### config.mk
export PLATFORM = sky130hd
export DESIGN_NAME = alu_share_arb_flat
export DESIGN_NICKNAME = d
export VERILOG_FILES = /design/src/rtl/alu_pkg.sv /design/src/rtl/alu_share_arb_if.sv /design/src/rtl/rr_arb2.sv /design/src/rtl/alu_share_arb.sv /design/src/flat_wrapper.sv
export SDC_FILE = /design/constraint.sdc
export NUM_CORES = 1
export LEC_CHECK = 0
export CAP_MARGIN = 20
export CORE_ASPECT_RATIO = 0.6
export CORE_MARGIN = 1
export CORE_UTILIZATION = 34
export CTS_CLUSTER_SIZE = 14
export DETAILED_ROUTE_END_ITERATION = 8
export GPL_TIMING_DRIVEN = 1
export PLACE_DENSITY = 0.77
export SYNTH_ARGS = -nofsm -noshare
export SYNTH_HDL_FRONTEND = slang
export SYNTH_HIERARCHICAL = 1
export SYNTH_SLANG_ARGS = --single-unit
### constraint.sdc
create_clock -name clk -period 1.4 [get_ports clk]
set_input_delay 0.14 -clock clk [delete_from_list [all_inputs] [get_ports clk]]
set_output_delay 0.14 -clock clk [all_outputs]
set_load 0.005 [all_outputs]
### src/rtl/alu_pkg.sv
// Shared definitions for the shared-ALU arbiter slice.
// Holds the ALUControlOp (ConOP_*) codes, the func3 / branch condition
// codes and the controller state encoding.
package alu_pkg;

    // ALUControlOp codes presented on alu_op
    localparam logic [2:0] ConOP_ADD = 3'b000;
    localparam logic [2:0] ConOP_XOR = 3'b001;
    localparam logic [2:0] ConOP_OR  = 3'b010;
    localparam logic [2:0] ConOP_BR  = 3'b011;
    localparam logic [2:0] ConOP_AND = 3'b100;
    localparam logic [2:0] ConOP_SUB = 3'b101;
    localparam logic [2:0] ConOP_SLT = 3'b110;
    localparam logic [2:0] ConOP_SLL = 3'b111;

    // func3 codes: ALU-type and branch-condition meanings
    localparam logic [2:0] F3_ADD  = 3'b000;
    localparam logic [2:0] F3_XOR  = 3'b100;
    localparam logic [2:0] F3_BEQ  = 3'b000;
    localparam logic [2:0] F3_BNE  = 3'b001;
    localparam logic [2:0] F3_BLT  = 3'b100;
    localparam logic [2:0] F3_BGE  = 3'b101;
    localparam logic [2:0] F3_BLTU = 3'b110;
    localparam logic [2:0] F3_BGEU = 3'b111;

    typedef enum logic [1:0] {
        IDLE = 2'd0,
        EXEC = 2'd1,
        RESP = 2'd2
    } state_t;

endpackage

### src/rtl/alu_share_arb_if.sv
// Bus bundle for alu_share_arb.
// Ports: two request channels (valid/ready, a, b, op, func3), two response
// channels (valid/ready, result, bcond) and the shared combinational ALU
// hookup (alu_a/alu_b/alu_op/alu_func3 out, alu_out/alu_bcond back).
// slave  : the arbiter side.
// master : the requesters + ALU side (testbench / surrounding system).
interface alu_share_arb_if #(
    parameter int DATA_W = 32
);
    logic              req0_valid, req0_ready;
    logic [DATA_W-1:0] req0_a, req0_b;
    logic [2:0]        req0_op, req0_func3;
    logic              req1_valid, req1_ready;
    logic [DATA_W-1:0] req1_a, req1_b;
    logic [2:0]        req1_op, req1_func3;

    logic              rsp0_valid, rsp0_ready, rsp0_bcond;
    logic [DATA_W-1:0] rsp0_result;
    logic              rsp1_valid, rsp1_ready, rsp1_bcond;
    logic [DATA_W-1:0] rsp1_result;

    logic [DATA_W-1:0] alu_a, alu_b, alu_out;
    logic [2:0]        alu_op, alu_func3;
    logic              alu_bcond;

    modport slave (
        input  req0_valid, req0_a, req0_b, req0_op, req0_func3,
        input  req1_valid, req1_a, req1_b, req1_op, req1_func3,
        output req0_ready, req1_ready,
        output rsp0_valid, rsp0_result, rsp0_bcond,
        output rsp1_valid, rsp1_result, rsp1_bcond,
        input  rsp0_ready, rsp1_ready,
        output alu_a, alu_b, alu_op, alu_func3,
        input  alu_out, alu_bcond
    );

    modport master (
        output req0_valid, req0_a, req0_b, req0_op, req0_func3,
        output req1_valid, req1_a, req1_b, req1_op, req1_func3,
        input  req0_ready, req1_ready,
        input  rsp0_valid, rsp0_result, rsp0_bcond,
        input  rsp1_valid, rsp1_result, rsp1_bcond,
        output rsp0_ready, rsp1_ready,
        input  alu_a, alu_b, alu_op, alu_func3,
        output alu_out, alu_bcond
    );
endinterface

### src/rtl/rr_arb2.sv
// Two-way round-robin pick.
// Ports: valid[1:0] request valids, last = id served most recently;
//        gnt_id = chosen requester, gnt_vld = any requester valid.
module rr_arb2 (
    input  logic [1:0] valid,
    input  logic       last,
    output logic       gnt_id,
    output logic       gnt_vld
);
    assign gnt_vld = |valid;
    // On a tie the requester that was not served last wins; otherwise the
    // lone valid requester (id 0 when none, masked by gnt_vld).
    assign gnt_id  = (valid == 2'b11) ? ~last : valid[1];
endmodule

### src/rtl/alu_share_arb.sv
// Shares one external combinational ALU between two requesters.
// Ports: clk, reset_n (async active-low), bus (slave modport: request,
//        response and ALU channels), done_cnt (completed response handshakes).
// Flow: IDLE accepts one request into the operand registers, EXEC registers
// the ALU result, RESP holds it until the granted requester takes it.
module alu_share_arb
    import alu_pkg::*;
#(
    parameter int DATA_W = 32
) (
    input  logic              clk,
    input  logic              reset_n,
    alu_share_arb_if.slave    bus,
    output logic [15:0]       done_cnt
);
    state_t            state;
    logic              last_q;
    logic              gnt_id_q;
    logic [DATA_W-1:0] opa_p0, opb_p0;
    logic [2:0]        op_p0, f3_p0;
    logic [DATA_W-1:0] res_p1;
    logic              bcond_p1;
    logic              vld_p1;
    logic [15:0]       done_cnt_q;

    logic              arb_id, arb_vld, accept, rsp_rdy;
    logic [DATA_W-1:0] sel_a, sel_b;
    logic [2:0]        sel_op, sel_f3;

    rr_arb2 u_arb (
        .valid   ({bus.req1_valid, bus.req0_valid}),
        .last    (last_q),
        .gnt_id  (arb_id),
        .gnt_vld (arb_vld)
    );

    // reset_n gates ready so it drops the instant reset asserts, even while
    // requesters keep valid high.
    assign accept         = reset_n && (state == IDLE) && arb_vld;
    assign bus.req0_ready = accept && !arb_id;
    assign bus.req1_ready = accept &&  arb_id;

    assign sel_a  = arb_id ? bus.req1_a     : bus.req0_a;
    assign sel_b  = arb_id ? bus.req1_b     : bus.req0_b;
    assign sel_op = arb_id ? bus.req1_op    : bus.req0_op;
    assign sel_f3 = arb_id ? bus.req1_func3 : bus.req0_func3;

    assign rsp_rdy = gnt_id_q ? bus.rsp1_ready : bus.rsp0_ready;

    assign bus.alu_a       = opa_p0;
    assign bus.alu_b       = opb_p0;
    assign bus.alu_op      = op_p0;
    assign bus.alu_func3   = f3_p0;

    assign bus.rsp0_valid  = vld_p1 && !gnt_id_q;
    assign bus.rsp1_valid  = vld_p1 &&  gnt_id_q;
    assign bus.rsp0_result = res_p1;
    assign bus.rsp1_result = res_p1;
    assign bus.rsp0_bcond  = bcond_p1;
    assign bus.rsp1_bcond  = bcond_p1;

    assign done_cnt = done_cnt_q;

    always_ff @(posedge clk or negedge reset_n) begin
        if (!reset_n) begin
            state      <= IDLE;
            last_q     <= 1'b1;   // makes requester 0 win the first tie
            gnt_id_q   <= 1'b0;
            opa_p0     <= '0;
            opb_p0     <= '0;
            op_p0      <= '0;
            f3_p0      <= '0;
            res_p1     <= '0;
            bcond_p1   <= 1'b0;
            vld_p1     <= 1'b0;
            done_cnt_q <= '0;
        end else begin
            case (state)
                // stage p0: capture the granted request
                IDLE: begin
                    if (arb_vld) begin
                        opa_p0   <= sel_a;
                        opb_p0   <= sel_b;
                        op_p0    <= sel_op;
                        f3_p0    <= sel_f3;
                        gnt_id_q <= arb_id;
                        state    <= EXEC;
                    end
                end
                // stage p1: register the ALU result
                EXEC: begin
                    res_p1   <= bus.alu_out;
                    bcond_p1 <= bus.alu_bcond;
                    vld_p1   <= 1'b1;
                    state    <= RESP;
                end
                // response held until the granted requester takes it
                RESP: begin
                    if (rsp_rdy) begin
                        vld_p1     <= 1'b0;
                        last_q     <= gnt_id_q;
                        done_cnt_q <= done_cnt_q + 16'd1;
                        state      <= IDLE;
                    end
                end
                default: state <= IDLE;
            endcase
        end
    end

endmodule

### src/flat_wrapper.sv
// flat-port wrapper written by rule: the top's interface ports become plain ports
module alu_share_arb_flat import alu_pkg::*;
#(
    parameter int DATA_W = 32
)
  (clk, reset_n, done_cnt, bus_req0_valid, bus_req0_a, bus_req0_b, bus_req0_op, bus_req0_func3, bus_req1_valid, bus_req1_a, bus_req1_b, bus_req1_op, bus_req1_func3, bus_req0_ready, bus_req1_ready, bus_rsp0_valid, bus_rsp0_result, bus_rsp0_bcond, bus_rsp1_valid, bus_rsp1_result, bus_rsp1_bcond, bus_rsp0_ready, bus_rsp1_ready, bus_alu_a, bus_alu_b, bus_alu_op, bus_alu_func3, bus_alu_out, bus_alu_bcond);
  alu_share_arb_if #(.DATA_W(DATA_W)) bus_i ();
  input  logic clk;
  input  logic reset_n;
  output logic [15:0] done_cnt;
  input wire logic [$bits(bus_i.req0_valid)-1:0] bus_req0_valid;
  input wire logic [$bits(bus_i.req0_a)-1:0] bus_req0_a;
  input wire logic [$bits(bus_i.req0_b)-1:0] bus_req0_b;
  input wire logic [$bits(bus_i.req0_op)-1:0] bus_req0_op;
  input wire logic [$bits(bus_i.req0_func3)-1:0] bus_req0_func3;
  input wire logic [$bits(bus_i.req1_valid)-1:0] bus_req1_valid;
  input wire logic [$bits(bus_i.req1_a)-1:0] bus_req1_a;
  input wire logic [$bits(bus_i.req1_b)-1:0] bus_req1_b;
  input wire logic [$bits(bus_i.req1_op)-1:0] bus_req1_op;
  input wire logic [$bits(bus_i.req1_func3)-1:0] bus_req1_func3;
  output wire logic [$bits(bus_i.req0_ready)-1:0] bus_req0_ready;
  output wire logic [$bits(bus_i.req1_ready)-1:0] bus_req1_ready;
  output wire logic [$bits(bus_i.rsp0_valid)-1:0] bus_rsp0_valid;
  output wire logic [$bits(bus_i.rsp0_result)-1:0] bus_rsp0_result;
  output wire logic [$bits(bus_i.rsp0_bcond)-1:0] bus_rsp0_bcond;
  output wire logic [$bits(bus_i.rsp1_valid)-1:0] bus_rsp1_valid;
  output wire logic [$bits(bus_i.rsp1_result)-1:0] bus_rsp1_result;
  output wire logic [$bits(bus_i.rsp1_bcond)-1:0] bus_rsp1_bcond;
  input wire logic [$bits(bus_i.rsp0_ready)-1:0] bus_rsp0_ready;
  input wire logic [$bits(bus_i.rsp1_ready)-1:0] bus_rsp1_ready;
  output wire logic [$bits(bus_i.alu_a)-1:0] bus_alu_a;
  output wire logic [$bits(bus_i.alu_b)-1:0] bus_alu_b;
  output wire logic [$bits(bus_i.alu_op)-1:0] bus_alu_op;
  output wire logic [$bits(bus_i.alu_func3)-1:0] bus_alu_func3;
  input wire logic [$bits(bus_i.alu_out)-1:0] bus_alu_out;
  input wire logic [$bits(bus_i.alu_bcond)-1:0] bus_alu_bcond;
  assign bus_i.req0_valid = bus_req0_valid;
  assign bus_i.req0_a = bus_req0_a;
  assign bus_i.req0_b = bus_req0_b;
  assign bus_i.req0_op = bus_req0_op;
  assign bus_i.req0_func3 = bus_req0_func3;
  assign bus_i.req1_valid = bus_req1_valid;
  assign bus_i.req1_a = bus_req1_a;
  assign bus_i.req1_b = bus_req1_b;
  assign bus_i.req1_op = bus_req1_op;
  assign bus_i.req1_func3 = bus_req1_func3;
  assign bus_req0_ready = bus_i.req0_ready;
  assign bus_req1_ready = bus_i.req1_ready;
  assign bus_rsp0_valid = bus_i.rsp0_valid;
  assign bus_rsp0_result = bus_i.rsp0_result;
  assign bus_rsp0_bcond = bus_i.rsp0_bcond;
  assign bus_rsp1_valid = bus_i.rsp1_valid;
  assign bus_rsp1_result = bus_i.rsp1_result;
  assign bus_rsp1_bcond = bus_i.rsp1_bcond;
  assign bus_i.rsp0_ready = bus_rsp0_ready;
  assign bus_i.rsp1_ready = bus_rsp1_ready;
  assign bus_alu_a = bus_i.alu_a;
  assign bus_alu_b = bus_i.alu_b;
  assign bus_alu_op = bus_i.alu_op;
  assign bus_alu_func3 = bus_i.alu_func3;
  assign bus_i.alu_out = bus_alu_out;
  assign bus_i.alu_bcond = bus_alu_bcond;
  alu_share_arb #(.DATA_W(DATA_W)) u_core (.clk(clk), .reset_n(reset_n), .bus(bus_i), .done_cnt(done_cnt));
endmodule
# == Yosys cells after proc, flatten, opt, wreduce, memory -nomap -nowiden ==
# Cells that the tools add are included.
# classes
n_addsub,1
n_eq_ne,5
n_mux,11
n_bitwise,1
reduce_logical,15
# op_table
op,n
32-bit two-way mux,2
16-bit by 1-bit adder with 16-bit output (second input constant),1
2-bit AND reduction,4
1-bit logical AND,6
3-bit two-way mux,2
2-bit one-hot mux with 3 select lines,1
2-bit equality test (second input constant),2
2-bit two-way mux,2
2-bit by 1-bit inequality test with 1-bit output (second input constant),2
1-bit two-way mux,3
2-bit by 1-bit equality test with 1-bit output (second input constant),1
1-bit zero test,2
2-bit zero test,1
1-bit one-hot mux with 2 select lines,1
2-bit nonzero test,1
2-bit OR reduction,1
1-bit NOT,1
# word_totals
register_bits,124
elab_cells,44

# == Depth between registers and ports, before layout ==
# depth
depth_word,4
mapped_depth,6
mapped_depth_nobuf,5

# == Hierarchy ==
# The synthesis kept the hierarchy.
# modules_own_cells
module,instances,cells_per_inst,area_each_um2,seq_area_each_um2
alu_share_arb,1,489,5609.1,3104.2
rr_arb2,1,2,13.8,0.0

# == Worst setup path before layout ==
# No wires, ideal clock.
# synth_path
path_type,reg2reg
start,register u_core.gnt_id_q
end,register u_core.done_cnt_q[7] (netlist: u_core/done_cnt[7])
arrival_ps,1292
required_ps,1276
slack_ps,-16
stages_incl_launch_ff,5
n_path_buf,0
cell_sequence,dfrtp_1 > mux2i_2 > nor3_1 > and4_1 > xor2_1
# synth_via
elab_chain_cells,2
# synth_rtl
element,line,source
"start, declared",alu_share_arb.sv:18,logic gnt_id_q;
"start signal, assigned",alu_share_arb.sv:86,gnt_id_q <= arb_id;
1-bit two-way mux,alu_share_arb.sv:48,assign rsp_rdy = gnt_id_q ? bus.rsp1_ready : bus.rsp0_ready;
2-bit AND reduction (no source line),--,
"end signal, assigned",alu_share_arb.sv:102,done_cnt_q <= done_cnt_q + 16'd1;
"end, declared",alu_share_arb.sv:24,logic [15:0] done_cnt_q;
# Every way passes these cells.
# A chain may end at the register's enable or synchronous reset.

# == Final worst setup path ==
# layout_path
start,register u_core.state[0]
end,output bus_req0_ready
# layout_via
elab_chain_cells,4
# layout_rtl
element,line,source
"start, declared",alu_share_arb.sv:16,state_t state;
"start signal, assigned",alu_share_arb.sv:66,state <= IDLE;
"start signal, assigned",alu_share_arb.sv:87,state <= EXEC;
"start signal, assigned",alu_share_arb.sv:95,state <= RESP;
2-bit zero test,alu_share_arb.sv:39,assign accept = reset_n && (state == IDLE) && arb_vld;
1-bit logical AND (2 in a row),alu_share_arb.sv:39,
1-bit logical AND,alu_share_arb.sv:40,assign bus.req0_ready = accept && !arb_id;
"end, declared",flat_wrapper.sv:21,output wire logic [$bits(bus_i.req0_ready)-1:0] bus_req0_ready;
# Every way passes these cells.

==> results.md <==
- The detailed-route wire length on metal 1 is 7.96 mm.
- The largest stage delay on the critical path is 0.40 ns.
- The per-cell routed wire length is ~18 µm.
- Row generation in the floorplan step produced 35 rows.
- Compared with the post-synthesis result, the final layout area differs by 93.9%.
- The share of layout cells above drive strength 1 is between 20% and 30%.
- By area the synthesized netlist is led by sky130_fd_sc_hd__dfrtp_1, sky130_fd_sc_hd__mux2i_1, sky130_fd_sc_hd__mux2_2.
- The startpoint of the most critical hold path is bus_alu_out[31].
- The reported leakage power is between 5 and 6 nW.
- Based on the critical path, the design can be clocked at up to a little over 0.6 GHz.
- The worst setup skew after layout is between 0.01 and 0.015 ns.
- The maximum number of pins on one net before global-route repair is 86.
- The xor and xnor fraction of the mapped netlist area is roughly 2.3%.
- The data arrival time of the critical path is between 1 and 1.5 ns.
- The area after detailed placement is just over 0.009 mm².
- The largest voltage drop on the vdd net is 787 µV.
- The most used flip-flop cell after synthesis is sky130_fd_sc_hd__dfrtp_1.
- The sum of internal, switching and leakage power is roughly 22 mW.
- Across every metal layer, demand over resource in global routing totals between 20% and 30%.
- After clock tree synthesis, the clock-pin slew on the worst setup and hold paths is roughly 0.060 ns.
- The class of the worst hold path is primary input to flip-flop.
- The sequential cells in the finished layout cover a total of roughly 0.0031 mm².
- The number of iterations in the first detailed-routing pass is 4.
- The number of vias after detailed routing is around 5300.
- The post-layout minimum cycle time is between 1.5 and 2 ns.
- The TritonCTS clock tree is done.
- For this run the aggregate overflow at the end of global routing stands at 0.
- The synthesized netlist cell count is about 490.
- The kind of critical path is flip-flop to output pin.
- Along the worst path, the maximum fanout reaches 4.
- The count of antenna diodes in the layout is 0.
- The endpoint of the worst hold path is u_core/bus.rsp0_result[31]$_DFFE_PN0P_.
- The checks that failed: setup timing.
- Summed over all instances, the cell type with the most area after synthesis is sky130_fd_sc_hd__dfrtp_1.
- The clock root buffer is sky130_fd_sc_hd__clkbuf_16.
- The vertical die dimension is ~100 µm.
- The run finished, with violations left.
- The number of antenna violations at the first check in global routing is 0.
- Counting cells, the worst reg-to-reg path comes to 6.
- The most frequent cell after synthesis is sky130_fd_sc_hd__dfrtp_1.
- The initial detailed-routing violation count is roughly 170.
- The complex-gate fraction of the synthesized area is 6.81%.
- The post-route worst setup slack is -0.216 ns.
- The count of max-cap constraint violations is 0.
- The number of different library cells used by synthesis comes to 30.
- The synthesized design contains 124 register bits.
- After filler insertion, the fill cell instance count of the layout stands at 1169.
- The number of nets at the end of the flow is ~1100.
- The critical path capture point type is an output pin.
- Counting instances in the post-synthesis netlist gives the leading cell types as sky130_fd_sc_hd__dfrtp_1, sky130_fd_sc_hd__nor2_1, sky130_fd_sc_hd__a21oi_1.
- Counting instances, the worst hold path has a depth of 2.
- The clock passes through at most 2 buffers.
- The area fraction in and, or, nand and nor cells after synthesis is a little under a tenth.
- The signal on the critical path passes through nor3b_2, buf_4, buf_6, nand2_2, nor2_1, buf_2.
- The number of clock sinks is between 100 and 150.
- The number of pins exceeding their max-slew limit in the final report is 0.
- At the placement stage, the worst setup path has a slack of -0.423 ns.
- The number of global-route vias before repair came to 5312.
- The area of the die is ~0.017 mm².
- The combinational family with the most area after synthesis is multiplexers.
- The final weighted congestion in routability-driven placement is roughly 0.79.
- The number of flops mapped to enable cells by yosys is 0.
- STA classifies the critical path startpoint as a flip-flop.
- The detail route stage leaves a number of antenna-violating nets equal to 0.
- The amount of wire on met3 after detailed routing is between 1 and 1.5 mm.
- Once the floorplan was initialized, standard cells occupied approximately 36% of the core.
- The HPWL after detailed placement is between 10 and 15 mm.
- The detailed-route DRC error count is 0.
- The worst relative slew slack is 67.4%.
- Setup repair after global routing could not meet its margin everywhere.
- The top cell type by area accounts for a little over half of the synthesized area.
- For the pin with the worst max-slew slack, the measured transition is just under 0.5 ns.
- The ratio of total power to cell area is ~2000 mW/mm².
- The count of buffers added on input and output ports is about 330.
- The critical path buffer and inverter count is 3.
- The total negative slack is -12.15 ns.
- In this run the critical register-to-register path is launched from u_core/gnt_id_q$_DFFE_PN0P_.
- The number of buffers added by the clock tree synthesis step is 17.
- The global-route wire length before repair is roughly 27 mm.
- Setup violations remaining at the end of the flow were counted as approximately 100.
- The H-tree was split into 4 levels.
- The synthesized netlist devotes less than 1% of its cell area to adder and majority cells.
- The region available for standard cell placement spans between 0.015 and 0.02 mm².
- The sequential fraction of the synthesis area is a little under three fifths.
- The die is 168 µm wide.
- The met2 layer wire length in the routed design is 10.4 mm.
- The data required time at the worst endpoint is 1.26 ns.
- The Yosys warning count is 6.
- The slowest stage of the critical path belongs to the cell sky130_fd_sc_hd__dfrtp_1.
- The final routed wirelength across all metal layers is around 20 mm.
- Signal routing reaches up to met4.
- The post-synthesis average cell area is between 10 and 15 µm².
- The post-synthesis net count is 671.
- The total I/O pin count is ~340.
- The final-report hold violation count was 0.
- In this run the critical register-to-register path is captured at u_core/done_cnt[9]$_DFFE_PN0P_.
- The post-synth design cell area is between 0.005 and 0.006 mm².
- The number of vias per cell is 4.73.
- After synthesis, the share of flip-flops with an asynchronous set or reset is 100%.
- The cell area after layout is ~0.011 mm².
- The kind of cell adding the most delay to the critical path is flip-flops.
- The utilization after layout is between 60% and 70%.
- Of the available clock period, the critical path in the final layout requires 115%.
- The clock reaches the later pin of the worst-skew pair after 0.40 ns.
- In the synthesized netlist, mux cells make up between 10% and 20% of the area.
- In this run the register-to-register setup slack is -0.18 ns.
- The multi-input combinational cell area is approximately 0.0024 mm².
cell type report:
class | count | area share, %
repair buffers | 446 | 41.9
flip-flops and latches | 124 | 28.5
multi-input cells | 306 | 22.1
clock buffers | 17 | 3.90
well taps | 203 | 2.33
clock inverters | 15 | 1.29
cell usage in the layout (no fill, tap or decap), drive strengths merged, types with 6 or more instances in the layout:
cell	netlist	final
clkbuf	3	29
a21oi	72	72
dlymetal6s2s	0	10
mux2	34	34
mux2i	71	71
dfrtp	123	123
clkdlybuf4s50	0	176
dlygate4sd2	0	143
buf	58	104
clkinv	0	6
nand2	12	12
nor2	74	74
xnor2	10	10
what timing repair did:
item,in CTS,in global routing
endpoints found under the hold margin,123,0
setup endpoints to repair,234,131
resized for setup,176,106
buffers inserted,40,18
hold buffers,1,0
gates cloned,1,17
pin swaps,19,29
worst max-delay path by stage:
stage	startpoint	end	slack (ns)	cells past startpoint
after detailed placement	bus_req1_valid	bus_req1_ready	-0.42	6
after global routing	u_core/state[0]$_DFFE_PN0P_	bus_req0_ready	-0.26	6
after global placement	bus_req1_valid	bus_req1_ready	-0.44	6
final	u_core/state[0]$_DFFE_PN0P_	bus_req0_ready	-0.22	6
after CTS	u_core/state[1]$_DFFE_PN0P_	bus_req0_ready	-0.21	6
after floorplan	u_core/state[0]$_DFFE_PN0P_	u_core/done_cnt[10]$_DFFE_PN0P_	0.01	4
metal layers:
layer	global-route usage, %	up-vias
li1	-	2470
met1	23.3	2564
met2	37.7	207
met3	6.29	16
met4	6.00	0
met5	0	-
worst register-to-register path: stages (launching register included):
cell and delay, ns:
sky130_fd_sc_hd__dfrtp_1 0.39, sky130_fd_sc_hd__buf_6 0.13, sky130_fd_sc_hd__mux2i_4 0.21, sky130_fd_sc_hd__nor4_4 0.39, sky130_fd_sc_hd__buf_4 0.18, sky130_fd_sc_hd__nand2_2 0.05, sky130_fd_sc_hd__xnor2_1 0.12
kinds of logic (layout without fill, tap and decap cells):
group	Yosys count	count (layout)
adder cells (fa/ha/maj)	1	1
multiplexers	105	105
XOR/XNOR	15	15
flip-flops	124	124
AND/OR/NAND/NOR	110	110
AO/OA/AOI/OAI	75	75
buffers and inverters	61	478
where the power goes:
group	switching, mW	internal [mW]	total, mW
sequential	1.03	5.23	6.26
clock	1.72	2.47	4.19
combinational	4.50	6.71	11.2
metrics by stage:
stage,std cells,hold WS [ns]
CTS,1080,0.333
detailed placement,1006,0.277
global placement,1006,0.262
global route,1111,0.337
finish,1111,0.349
floorplan,491,-0.156
state kept, by name, indices dropped and copies added, names as in the netlist:
register / count
u_core/done_cnt: 16
u_core/last_q: 1
u_core/gnt_id_q: 1
u_core/state: 2
u_core/bus.alu_func3: 3
u_core/bus.rsp0_bcond: 1
u_core/bus.alu_b: 32
u_core/bus.alu_a: 32
u_core/vld_p1: 1
u_core/bus.rsp0_result: 32
u_core/bus.alu_op: 3
No activity file was read; power rests on OpenSTA's default activity.
